--- src/rtl/mem_arbiter_if.sv ---
// mem_arbiter_if: requester and memory-controller signals of mem_arbiter.
// slave  : arbiter view (takes requests, issues controller transfers).
// master : environment view (requesters plus memory controller).
// Handshake: a requester raises req_valid[i] with its fields stable and holds
// them until it sees the one-cycle req_ready[i] completion pulse; the arbiter
// holds mc_valid with stable mc_* fields until a cycle with mc_ready high.
interface mem_arbiter_if #(
    parameter int NUM_CH = 2,
    parameter int ADDR_W = 32,
    parameter int DATA_W = 32
);
    logic [NUM_CH-1:0]        req_valid;
    logic [NUM_CH-1:0]        req_wr;
    logic [3*NUM_CH-1:0]      req_size;
    logic [ADDR_W*NUM_CH-1:0] req_addr;
    logic [DATA_W*NUM_CH-1:0] req_wdata;
    logic [NUM_CH-1:0]        req_ready;
    logic [DATA_W-1:0]        resp_data;
    logic                     mc_valid;
    logic                     mc_wr;
    logic [ADDR_W-1:0]        mc_addr;
    logic [2:0]               mc_len;
    logic [DATA_W-1:0]        mc_data;
    logic                     mc_ready;
    logic [DATA_W-1:0]        mc_res;
    logic                     mc_abort;

    modport slave (
        input  req_valid, req_wr, req_size, req_addr, req_wdata, mc_ready, mc_res,
        output req_ready, resp_data, mc_valid, mc_wr, mc_addr, mc_len, mc_data, mc_abort
    );

    modport master (
        output req_valid, req_wr, req_size, req_addr, req_wdata, mc_ready, mc_res,
        input  req_ready, resp_data, mc_valid, mc_wr, mc_addr, mc_len, mc_data, mc_abort
    );
endinterface

--- src/rtl/mem_arbiter.sv ---
// mem_arbiter: arbitrates NUM_CH requesters onto one memory-controller port.
// Two-state FSM (IDLE/BUSY). A grant latches the winner into registered mc_*
// outputs; completion is reported combinationally on req_ready/resp_data in
// the cycle mc_ready is seen. clear_in aborts reads but never writes.
// Build option: define ARB_ROUND_ROBIN_EN for round-robin arbitration;
// without it, fixed priority with channel 0 highest.
module mem_arbiter #(
    parameter int NUM_CH = 2,
    parameter int ADDR_W = 32,
    parameter int DATA_W = 32
) (
    input  logic           clk_in,
    input  logic           rst_in,
    input  logic           rdy_in,
    input  logic           clear_in,
    mem_arbiter_if.slave   bus,
    output logic [0:0]     dbg_state_o
);
    localparam int GW = (NUM_CH > 1) ? $clog2(NUM_CH) : 1;

    localparam logic [0:0] ST_IDLE = 1'b0;
    localparam logic [0:0] ST_BUSY = 1'b1;

    logic [0:0]        state_q, state_d;
    logic [GW-1:0]     grant_q, grant_d;
    logic              mc_valid_q, mc_valid_d;
    logic              mc_wr_q, mc_wr_d;
    logic [ADDR_W-1:0] mc_addr_q, mc_addr_d;
    logic [2:0]        mc_len_q, mc_len_d;
    logic [DATA_W-1:0] mc_data_q, mc_data_d;
    logic              mc_abort_q, mc_abort_d;
    // Low for exactly one edge after reset release so no grant can happen on it.
    logic              armed_q;

    logic [GW-1:0]     scan_base;
    logic              win_found;
    logic [GW-1:0]     win_idx;
    logic              win_wr;
    logic [2:0]        win_len;
    logic [ADDR_W-1:0] win_addr;
    logic [DATA_W-1:0] win_data;

    logic              busy_go;
    logic              launch;
    logic              abort;
    logic              complete;
    logic [NUM_CH-1:0] req_ready;

`ifdef ARB_ROUND_ROBIN_EN
    logic [GW-1:0]     rr_ptr_q, rr_ptr_d;
    logic [GW-1:0]     grant_wrap;

    // Channel after the current grant, wrapping past NUM_CH-1 to 0.
    always_comb begin
        grant_wrap = grant_q + GW'(1);
        if (grant_q == GW'(NUM_CH - 1)) begin
            grant_wrap = '0;
        end
    end

    // Pointer advances on every finished transfer, aborted or completed.
    always_comb begin
        rr_ptr_d = rr_ptr_q;
        if (complete || abort) begin
            rr_ptr_d = grant_wrap;
        end
    end

    // Round-robin pointer register.
    always_ff @(posedge clk_in or posedge rst_in) begin
        if (rst_in) begin
            rr_ptr_q <= '0;
        end else begin
            rr_ptr_q <= rr_ptr_d;
        end
    end

    assign scan_base = rr_ptr_q;
`else
    assign scan_base = '0;
`endif

    // Winner search: first valid channel at or after scan_base, wrapping.
    always_comb begin
        int j;
        win_found = 1'b0;
        win_idx   = '0;
        win_wr    = 1'b0;
        win_len   = '0;
        win_addr  = '0;
        win_data  = '0;
        j         = 0;
        for (int i = 0; i < NUM_CH; i++) begin
            j = int'(scan_base) + i;
            if (j >= NUM_CH) begin
                j = j - NUM_CH;
            end
            if (!win_found && bus.req_valid[j]) begin
                win_found = 1'b1;
                win_idx   = GW'(j);
                win_wr    = bus.req_wr[j];
                win_len   = bus.req_size[3*j +: 3];
                win_addr  = bus.req_addr[ADDR_W*j +: ADDR_W];
                win_data  = bus.req_wdata[DATA_W*j +: DATA_W];
            end
        end
    end

    // Event decode; everything is gated by rdy_in so a stall freezes the FSM.
    // A write in flight ignores clear_in so committed stores always finish.
    always_comb begin
        busy_go  = rdy_in && (state_q == ST_BUSY);
        abort    = busy_go && clear_in && !mc_wr_q;
        complete = busy_go && bus.mc_ready && !abort;
        launch   = rdy_in && armed_q && !clear_in && (state_q == ST_IDLE) && win_found;
    end

    // Next-state and controller-request register updates.
    always_comb begin
        state_d    = state_q;
        grant_d    = grant_q;
        mc_valid_d = mc_valid_q;
        mc_wr_d    = mc_wr_q;
        mc_addr_d  = mc_addr_q;
        mc_len_d   = mc_len_q;
        mc_data_d  = mc_data_q;
        mc_abort_d = 1'b0;
        if (launch) begin
            state_d    = ST_BUSY;
            grant_d    = win_idx;
            mc_valid_d = 1'b1;
            mc_wr_d    = win_wr;
            mc_addr_d  = win_addr;
            mc_len_d   = win_len;
            mc_data_d  = win_data;
        end else if (abort) begin
            state_d    = ST_IDLE;
            mc_valid_d = 1'b0;
            mc_abort_d = 1'b1;
        end else if (complete) begin
            state_d    = ST_IDLE;
            mc_valid_d = 1'b0;
        end
    end

    // State registers; mc_abort is a single-cycle pulse even across stalls.
    always_ff @(posedge clk_in or posedge rst_in) begin
        if (rst_in) begin
            state_q    <= ST_IDLE;
            grant_q    <= '0;
            mc_valid_q <= 1'b0;
            mc_wr_q    <= 1'b0;
            mc_addr_q  <= '0;
            mc_len_q   <= '0;
            mc_data_q  <= '0;
            mc_abort_q <= 1'b0;
            armed_q    <= 1'b0;
        end else begin
            state_q    <= state_d;
            grant_q    <= grant_d;
            mc_valid_q <= mc_valid_d;
            mc_wr_q    <= mc_wr_d;
            mc_addr_q  <= mc_addr_d;
            mc_len_q   <= mc_len_d;
            mc_data_q  <= mc_data_d;
            mc_abort_q <= mc_abort_d;
            armed_q    <= 1'b1;
        end
    end

    // One-hot completion pulse toward the granted requester.
    always_comb begin
        req_ready = '0;
        for (int i = 0; i < NUM_CH; i++) begin
            req_ready[i] = complete && (grant_q == GW'(i));
        end
    end

    assign bus.req_ready = req_ready;
    assign bus.resp_data = bus.mc_res;
    assign bus.mc_valid  = mc_valid_q;
    assign bus.mc_wr     = mc_wr_q;
    assign bus.mc_addr   = mc_addr_q;
    assign bus.mc_len    = mc_len_q;
    assign bus.mc_data   = mc_data_q;
    assign bus.mc_abort  = mc_abort_q;
    assign dbg_state_o   = state_q;

endmodule

--- src/flat_wrapper.sv ---
// flat-port wrapper written by rule: the top's interface ports become plain ports
module mem_arbiter_flat 
#(
    parameter int NUM_CH = 2,
    parameter int ADDR_W = 32,
    parameter int DATA_W = 32
)
  (clk_in, rst_in, rdy_in, clear_in, dbg_state_o, bus_req_valid, bus_req_wr, bus_req_size, bus_req_addr, bus_req_wdata, bus_mc_ready, bus_mc_res, bus_req_ready, bus_resp_data, bus_mc_valid, bus_mc_wr, bus_mc_addr, bus_mc_len, bus_mc_data, bus_mc_abort);
  mem_arbiter_if #(.NUM_CH(NUM_CH), .ADDR_W(ADDR_W), .DATA_W(DATA_W)) bus_i ();
  input  logic clk_in;
  input  logic rst_in;
  input  logic rdy_in;
  input  logic clear_in;
  output logic [0:0] dbg_state_o;
  input wire logic [$bits(bus_i.req_valid)-1:0] bus_req_valid;
  input wire logic [$bits(bus_i.req_wr)-1:0] bus_req_wr;
  input wire logic [$bits(bus_i.req_size)-1:0] bus_req_size;
  input wire logic [$bits(bus_i.req_addr)-1:0] bus_req_addr;
  input wire logic [$bits(bus_i.req_wdata)-1:0] bus_req_wdata;
  input wire logic [$bits(bus_i.mc_ready)-1:0] bus_mc_ready;
  input wire logic [$bits(bus_i.mc_res)-1:0] bus_mc_res;
  output wire logic [$bits(bus_i.req_ready)-1:0] bus_req_ready;
  output wire logic [$bits(bus_i.resp_data)-1:0] bus_resp_data;
  output wire logic [$bits(bus_i.mc_valid)-1:0] bus_mc_valid;
  output wire logic [$bits(bus_i.mc_wr)-1:0] bus_mc_wr;
  output wire logic [$bits(bus_i.mc_addr)-1:0] bus_mc_addr;
  output wire logic [$bits(bus_i.mc_len)-1:0] bus_mc_len;
  output wire logic [$bits(bus_i.mc_data)-1:0] bus_mc_data;
  output wire logic [$bits(bus_i.mc_abort)-1:0] bus_mc_abort;
  assign bus_i.req_valid = bus_req_valid;
  assign bus_i.req_wr = bus_req_wr;
  assign bus_i.req_size = bus_req_size;
  assign bus_i.req_addr = bus_req_addr;
  assign bus_i.req_wdata = bus_req_wdata;
  assign bus_i.mc_ready = bus_mc_ready;
  assign bus_i.mc_res = bus_mc_res;
  assign bus_req_ready = bus_i.req_ready;
  assign bus_resp_data = bus_i.resp_data;
  assign bus_mc_valid = bus_i.mc_valid;
  assign bus_mc_wr = bus_i.mc_wr;
  assign bus_mc_addr = bus_i.mc_addr;
  assign bus_mc_len = bus_i.mc_len;
  assign bus_mc_data = bus_i.mc_data;
  assign bus_mc_abort = bus_i.mc_abort;
  mem_arbiter #(.NUM_CH(NUM_CH), .ADDR_W(ADDR_W), .DATA_W(DATA_W)) u_core (.clk_in(clk_in), .rst_in(rst_in), .rdy_in(rdy_in), .clear_in(clear_in), .bus(bus_i), .dbg_state_o(dbg_state_o));
endmodule
--- config.mk ---
export PLATFORM = sky130hd
export DESIGN_NAME = mem_arbiter_flat
export DESIGN_NICKNAME = d
export VERILOG_FILES = /design/src/rtl/mem_arbiter_if.sv /design/src/rtl/mem_arbiter.sv /design/src/flat_wrapper.sv
export SDC_FILE = /design/constraint.sdc
export NUM_CORES = 1
export LEC_CHECK = 0
export BUFFER_PORTS_ARGS = -buffer_cell sky130_fd_sc_hd__buf_2
export CORE_UTILIZATION = 35
export DETAILED_ROUTE_END_ITERATION = 8
export PLACE_DENSITY = 0.74
export RECOVER_POWER = 25
export SLEW_MARGIN = 10
export SYNTH_ARGS = -nofsm -noshare
export SYNTH_HDL_FRONTEND = slang
export SYNTH_SLANG_ARGS = --single-unit
--- constraint.sdc ---
create_clock -name clk_in -period 2.7 [get_ports clk_in]
set_input_delay 0.135 -clock clk_in [delete_from_list [all_inputs] [get_ports clk_in]]
set_output_delay 0.135 -clock clk_in [all_outputs]
set_load 0.005 [all_outputs]
# After elaboration in Yosys (flattened, before gate mapping)

Cells that the tools add are included.

Flip-flop bits (word level): 72
Bits of input ports: 175
Output and inout bits: 105

Muxes and demuxes: 16
Bitwise operators: 2
Reductions and logical operators: 17

Operators with widths:

| cell                | number |
|---|---|
| $mux W32            | 4 |
| $logic_and A1 B1 Y1 | 12 |
| $mux W1             | 10 |
| $mux W3             | 2 |
| $logic_not A1 Y1    | 4 |
| $reduce_bool A3 Y1  | 1 |
| $not A1 Y1          | 2 |

# Depth between registers and ports, before layout

Gate-level depths: netlist of run 1.

Depth in word-level cells: 8
Gate-level depth with buffers: 6

# Least setup slack after synthesis of run 1

No wires, ideal clock.

Path kind: register to register
Start: register u_core.state_q, in the netlist u_core.dbg_state_o
End: register u_core.mc_addr_q[27], in the netlist u_core.bus.mc_addr[27]
Setup time: 0.125 ns
Data arrival time: 1.498 ns
Slack: 1.077 ns
Cell stages (with the launch flop): 4
Buffers on the path: 1
Period minus slack after synthesis: 1.623 ns
Path through: dfrtp_1 -> nor4_4 -> buf_6 -> mux2_4

Longest elaborated chain between the ends: 3

RTL lines:

| item                              | line               | source |
|---|---|---|
| start, declared                   | mem_arbiter.sv:24  | `logic [0:0] state_q, state_d;` |
| start signal, assigned            | mem_arbiter.sv:159 | `state_q <= state_d;` |
| $not A1 Y1                        | mem_arbiter.sv:115 | `launch = rdy_in && armed_q && !clear_in && (state_q == ST_IDLE) && win_found;` |
| $logic_and A1 B1 Y1 (2 in series) | mem_arbiter.sv:115 |  |
| end signal, assigned              | mem_arbiter.sv:163 | `mc_addr_q <= mc_addr_d;` |
| end, declared                     | mem_arbiter.sv:28  | `logic [ADDR_W-1:0] mc_addr_q, mc_addr_d;` |

Every way passes these cells.
A chain may end at the register's enable or synchronous reset.

# Worst setup path in the final report of run 1

Start: register u_core.state_q, in the netlist u_core.dbg_state_o
End: register u_core.mc_data_q[18], in the netlist u_core.bus.mc_data[18]

Longest elaborated chain between the ends: 3

RTL lines:

| item                              | line               | source |
|---|---|---|
| $not A1 Y1                        | mem_arbiter.sv:115 |  |
| $logic_and A1 B1 Y1 (2 in series) | mem_arbiter.sv:115 |  |
| end signal, assigned              | mem_arbiter.sv:165 | `mc_data_q <= mc_data_d;` |
| end, declared                     | mem_arbiter.sv:30  | `logic [DATA_W-1:0] mc_data_q, mc_data_d;` |

Every way passes these cells.

==> results of run 1 <==
layout make-up:
class                      instances  share of cell area, %
multi-input combinational        277                   34.3
sequential                        72                   34.2
timing repair buffer             222                   21.4
clock buffer                      11                   4.60
tap                              140                   3.32
clock inverter                     5                   1.97
inverter                           2                  0.166
antenna                            1                 0.0474
registers in the layout, indices dropped and copies added (netlist names):
signal               cells
u_core.bus.mc_wr         1
u_core.dbg_state_o       1
u_core.bus.mc_len        3
u_core.grant_q           1
u_core.bus.mc_abort      1
u_core.bus.mc_addr      32
u_core.bus.mc_data      32
u_core.armed_q           1
routing by layer:
metal / GRT usage [%] / wire (um) / up-vias
met4: 5.14 / 93 / 0
met1: 18.5 / 4140 / 1581
met2: 29.1 / 5140 / 150
met5: 0 / 0 / -
met3: 4.51 / 598 / 15
li1: - / - / 1681
path summary, 6_finish.rpt:
kind / cells after the start / slack [ns] / from / end
worst max-delay path: 3 / 0.82 / u_core.dbg_state_o$_DFFE_PP0P_ / u_core.bus.mc_data[18]$_DFFE_PP0P_
worst min-delay path: 2 / 0.02 / rst_in / u_core.bus.mc_addr[21]$_DFFE_PP0P_
worst max register to register: 3 / 0.82 / u_core.dbg_state_o$_DFFE_PP0P_ / u_core.bus.mc_data[18]$_DFFE_PP0P_
worst min register to register: 1 / 0.50 / u_core.bus.mc_data[11]$_DFFE_PP0P_ / u_core.bus.mc_data[11]$_DFFE_PP0P_
max in group asynchronous: 3 / 1.95 / rst_in / u_core.bus.mc_data[11]$_DFFE_PP0P_
min in group clk_in: 2 / 0.14 / rdy_in / u_core.bus.mc_abort$_DFF_PP0_
power by group through the flow:
stage / sequential [W] / combinational (W) / clock [W]
2_1_floorplan: 0.00153 / 0.000501 / 0
3_3_place_gp: 0.00152 / 0.000908 / 0
3_5_place_dp: 0.00152 / 0.000932 / 0
4_1_cts: 0.00151 / 0.000934 / 0.00141
5_1_grt: 0.00154 / 0.00102 / 0.00146
6_report: 0.00151 / 0.000916 / 0.00137
cells in the final DEF (no fill, tap or decap), types with 2 or more instances in the layout:
cell       synthesis  routed
clkbuf_16          0       9
mux2_4            30      30
nand2_1          128     128
mux2_2            39      39
clkinv_2           0       2
a22o_1             4       4
buf_2              3     214
o21ai_0           65      65
nor2b_1            2       2
bufinv_16          0       3
dfrtp_1           72      72
nor2_1             3       3
buf_4             38       8
logic make-up after synthesis:
kind of cell | Yosys count | synth area share (%)
simple gates | 137 | 13.5
flops | 72 | 44.4
compound gates | 70 | 9.07
mux | 69 | 21.9
buf+inv | 64 | 11.0
other cells | 1 | 0.0925
per-stage QoR:
stage	instance area, sq um	hold WS (ns)
floorplan	4060	0.309
global placement	4930	0.270
detailed placement	4930	0.270
CTS	5270	0.0877
global route	5280	0.114
finish	5280	0.0172
==> impl_results.md, run 1 <==
* Run status: finished clean
* Clock sinks at 72
* Most frequent cell after synthesis: nand2_1
* Count of buffer and inverter cells on the critical path at 1
* Die height at 110 um
* Crit end category: flip-flop
* Via count at 3,427
* PwrDens at 720 nW/um^2
* H-tree levels at 3
* CP max-delay cell: buf_4
* Die area at 12,000 sq um
* Initial Util at 36.6%
* TNS Setup at 0 ns
* Clk slew on worst S/H paths at 0.06 ns
* Root buffer cell: clkbuf_16
* Layout overhead on the synthesized area at 30.1%
* WL/cell at 13.7 um
* Syn_nets at 588
* CP top delay family: buffers and inverters
* RSZ-0062 raised after global routing: no
* NumNets Final at 759
* Layout Utilization at 47.6%
* Post-synth EDFFs at 0
* Synth top area cells: dfrtp_1 44%, nand2_1 12%, mux2_4 11%
* HPWL after DPL at 7.40 mm
* Sw Share at 25.1%
* CTS Buffer Depth at 2
* Share of post-route cells with drive strength above 1 at 52.6%
* Gate power share at 24.1%
* Seq/Total Area, Yosys at 44.4%
* Final Max Tran Viols at 0
* Register bit total from synthesis at 72
* IO Pins at 280
* Port Buffer Count at 215
* Tot Pwr at 0.00380 W
* Post-synth ARST share at 100%
* Area taken by multi-input logic gates at 1810 sq um
* Synth cell count leaders: 128 x nand2_1, 72 x dfrtp_1, 65 x o21ai_0
* CTS Hold Bufs at 0
* Worst hold-check path type: input pin to asynchronous set/reset pin
* CP Data Arrival Time at 2.09 ns
* GP Congestion at 0.732
* PnR worst setup slack at 0.821 ns
* Drt pass-1 iters at 5
* Row count at 38
* CP Launch Type: flip-flop
* Number of global-route vias before repair at 3,151
* Grt total ovfl at 0
* Top-area cell type share of the netlist area at 44.4%
* Final min period at 1.88 ns
* Post-route DRC at 0
* Primary FF master, synth: dfrtp_1
* Max IR drop VDD at 0.307 mV
* Antenna Nets Post-Route at 0
* Clock network power share at 36.1%
* Storage element area at 1800 sq um
* Final setup viols at 0
* Placed cell count at 713
* Crit-path max FO at 44
* Largest net degree at the start of global routing at 87
* Yosys top cell by area: dfrtp_1
* Maxcap violations at 0
* Die Wd at 110 um
* Final period utilization at 69.6%
* CP max stage delay at 0.54 ns
* Vias per inst at 4.69
* Hold Fails Final Rpt at 0
* WL final at 9.97 mm
* Switch Pwr at 0.000953 W
* Post-cts resize count at 0
* First-pass GRT wire length at 14.9 mm
* Final cell count without fillers at 730
* Fillers at 1,055
* Internal Pwr Total at 0.00284 W
* Crit path kind: flip-flop to flip-flop
* Final Skew at 0.00359 ns
* Cell Area, Synth at 4060 sq um
* Req. time, crit path at 2.91 ns
* Post-Synthesis Cells at 413
* Clk_lat worst skew at 0.32 ns
* Post-place setup slack at 0.730 ns
* CP cell instances: nor4_4 -> buf_4 -> mux2_2
* Mean post-synth cell area at 9.82 sq um
* Slew @ Worst Pin at 1.09 ns
* Max frequency at 0.532 GHz
* TritonCTS Buffers at 9
* Leakage at 2.80 nW
* Yosys cell types at 21
* Max-slew headroom at 27.2%
* Yosys warns at 0
* Core box area at 11,100 sq um
* Tot GR Track Use at 16.2%
* Initial antenna violation count at 1
* Postcts setup bufs at 0
* Iter 0 DRT Violations at 139
* CTS tree: built
* Reg power frac at 39.7%
No activity file was read; power rests on OpenSTA's default activity.
==> run 2: changes to the inputs <==
==> constraint.sdc (replaced) <==
create_clock -name clk_in -period 1.8 [get_ports clk_in]
set_input_delay 0.09 -clock clk_in [delete_from_list [all_inputs] [get_ports clk_in]]
set_output_delay 0.09 -clock clk_in [all_outputs]
set_load 0.005 [all_outputs]
==> impl_results.md, run 2 (synthesis gave the netlist of run 1 again) <==
* Commonest non-fill, non-tap cell in the layout: buf_2 (unchanged)
* CP max stage delay at 0.44 ns (was 0.54 ns)
* Clock network power share at 35.8% (was 36.1%)
* Final Skew at 0.00803 ns (was 0.00359 ns)
* Gate power share at 24.4% (was 24.1%)
* Final min period at 1.67 ns (was 1.88 ns)
* Iter 0 DRT Violations at 129 (was 139)
* PwrDens at 1060 nW/um^2 (was 720 nW/um^2)
* Grt total ovfl at 0 (unchanged)
* RSZ-0062 raised after global routing: no (unchanged)
* Worst hold-check path type: input pin to flip-flop (was input pin to asynchronous set/reset pin)
* Die area at 12,000 sq um (unchanged)
* Clk slew on worst S/H paths at 0.06 ns (about the same)
* Ant. Diodes at 0 (was 1)
* Max IR drop VDD at 0.527 mV (was 0.307 mV)
* TritonCTS Buffers at 9 (unchanged)
* Crit path kind: flip-flop to flip-flop (unchanged)
* GP Congestion at 0.697 (was 0.732)
* CP max-delay cell: dfrtp_1 (was buf_4)
* Clock sinks at 72 (unchanged)
* Hold path start: rdy_in
* Root buffer cell: clkbuf_16 (unchanged)
* Number of global-route vias before repair at 3,303 (was 3,151)
* Crit end category: flip-flop (unchanged)
* WL/cell at 13.8 um (was 13.7 um)
* Tot GR Track Use at 16.8% (was 16.2%)
* Layout overhead on the synthesized area at 32.5% (was 30.1%)
* CTS Buffer Depth at 2 (unchanged)
* Switch Pwr at 0.00146 W (was 0.000953 W)
* CP top delay family: flip-flops (was buffers and inverters)
* TNS Setup at 0 ns (unchanged)
* Leakage at 2.83 nW (was 2.80 nW)
* Slew @ Worst Pin at 0.655 ns (was 1.09 ns)
* WL final at 10.1 mm (was 9.97 mm)
* Core box area at 11,100 sq um (unchanged)
* Final period utilization at 92.5% (was 69.6%)
* Maxcap violations at 0 (unchanged)
* Postcts setup bufs at 0 (unchanged)
* Reg2reg setup slack at 0.13 ns (was 0.82 ns)
* Initial antenna violation count at 0 (was 1)
* NumNets Final at 764 (was 759)
* Via count at 3,422 (was 3,427)
* IO Pins at 280 (unchanged)
* Share of post-route cells with drive strength above 1 at 52.4% (was 52.6%)
* Max frequency at 0.600 GHz (was 0.532 GHz)
* Drt pass-1 iters at 4 (was 5)
* R2r startpoint: u_core.dbg_state_o$_DFFE_PP0P_ (unchanged)
* CP cell instances: nor4_4 -> buf_4 -> buf_12 -> mux2_2 (was nor4_4 -> buf_4 -> mux2_2)
* Internal Pwr Total at 0.00425 W (was 0.00284 W)
* Die Wd at 110 um (unchanged)
* Row count at 38 (unchanged)
* Final Max Tran Viols at 0 (unchanged)
* Hold Path End: u_core.bus.mc_abort$_DFF_PP0_
* Crit path launch: u_core.dbg_state_o$_DFFE_PP0P_ (unchanged)
* CP Data Arrival Time at 1.87 ns (was 2.09 ns)
* Port Buffer Count at 215 (unchanged)
* HPWL after DPL at 7.69 mm (was 7.40 mm)
* Vias per inst at 4.66 (was 4.69)
* Hold depth at 2
* Max-slew headroom at 56.2% (was 27.2%)
* Reg power frac at 39.8% (was 39.7%)
* First-pass GRT wire length at 15.4 mm (was 14.9 mm)
* Initial Util at 36.6% (unchanged)
* Largest net degree at the start of global routing at 83 (was 87)
* Sw Share at 25.6% (was 25.1%)
* Crit-path max FO at 15 (was 44)
* CTS tree: built (unchanged)
* Final setup viols at 0 (unchanged)
* Layout Utilization at 48.5% (was 47.6%)
* Count of buffer and inverter cells on the critical path at 2 (was 1)
* Reg2reg path depth at 4 (was 3)
* Run status: finished clean (unchanged)
* Clk_lat worst skew at 0.32 ns (about the same)
* Req. time, crit path at 2.00 ns (was 2.91 ns)
* Antenna Nets Post-Route at 0 (unchanged)
* CP Launch Type: flip-flop (unchanged)
* H-tree levels at 3 (unchanged)
* Commonest non-fill, non-tap cells in the layout: 211 x buf_2, 128 x nand2_1, 72 x dfrtp_1 (was 214 x buf_2, 128 x nand2_1, 72 x dfrtp_1)
* Hold Fails Final Rpt at 0 (unchanged)
* Die height at 110 um (unchanged)
* RR Endpoint: u_core.bus.mc_addr[25]$_DFFE_PP0P_ (was u_core.bus.mc_data[18]$_DFFE_PP0P_)
* Post-route DRC at 0 (unchanged)
## run 2: cell types whose count changed in the layout (fill, tap and decap cells not counted), moves of 2 or more
cell      before  now
buf_12         0    5
buf_2        214  211
clkbuf_1       1    4
clkinv_2       2    0
## run 2: worst max-delay path by stage
| stage | depth (start not counted) | end |
|---|---|---|
| after floorplan | 3 | u_core.bus.mc_addr[27]$_DFFE_PP0P_ |
| after global placement | 4 | u_core.bus.mc_addr[18]$_DFFE_PP0P_ |
| after detailed placement | 4 | u_core.bus.mc_addr[24]$_DFFE_PP0P_ |
| after CTS | 4 | u_core.bus.mc_addr[24]$_DFFE_PP0P_ |
| after global routing | 4 | u_core.bus.mc_addr[25]$_DFFE_PP0P_ |
| final | 4 | u_core.bus.mc_addr[25]$_DFFE_PP0P_ |
## run 2: power groups by stage
stage | registers (W) | logic [W] | clock network (W)
6_report | 0.00227 | 0.00139 | 0.00205
5_1_grt | 0.00232 | 0.00155 | 0.00218
4_1_cts | 0.00228 | 0.00142 | 0.00211
3_5_place_dp | 0.00229 | 0.00142 | 0
3_3_place_gp | 0.00228 | 0.00138 | 0
2_1_floorplan | 0.00230 | 0.000752 | 0
## run 2: metal layers
| layer | global-route usage [%] | part of all wire (%) |
|---|---|---|
| met1 | 18.5 | 39 |
| met2 | 31.0 | 52 |
| met3 | 3.56 | 6.2 |
| met4 | 7.14 | 2.1 |
| met5 | 0 | 0 |
## run 2: area by class of cell
| cell class | instances | area [sq um] |
|---|---|---|
| Fill cell | 1053 | 5710 |
| Inverter | 2 | 11.3 |
| Clock inverter | 6 | 116 |
| Multi-Input combinational cell | 277 | 1810 |
| Tap cell | 140 | 175 |
| Clock buffer | 10 | 229 |
| Sequential cell | 72 | 1800 |
| Timing Repair Buffer | 227 | 1230 |
## run 2: what timing repair did
item                      CTS  global route
hold endpoints to repair   26             0
resized for setup           0             0
hold buffers                1             0
## run 2: stage by stage
stage / setup WS, ns / cell area, sq um / std cells / power (W) / hold slack (ns)
finish: 0.134 / 5370 / 734 / 0.00571 / 0.0824
global route: 0.0398 / 5370 / 734 / 0.00604 / 0.0898
CTS: 0.103 / 5380 / 734 / 0.00580 / 0.0758
detailed placement: 0.117 / 5020 / 717 / 0.00371 / 0.180
global placement: 0.141 / 5020 / 717 / 0.00366 / 0.180
floorplan: 0.177 / 4060 / 413 / 0.00305 / 0.261
## run 2: worst reg2reg max path: cells and delay by family (launching register included)
family	cells	cell delay, ns
buffers and inverters	2	0.40
and+or+nand+nor	1	0.36
DFF	1	0.44
muxes	1	0.35
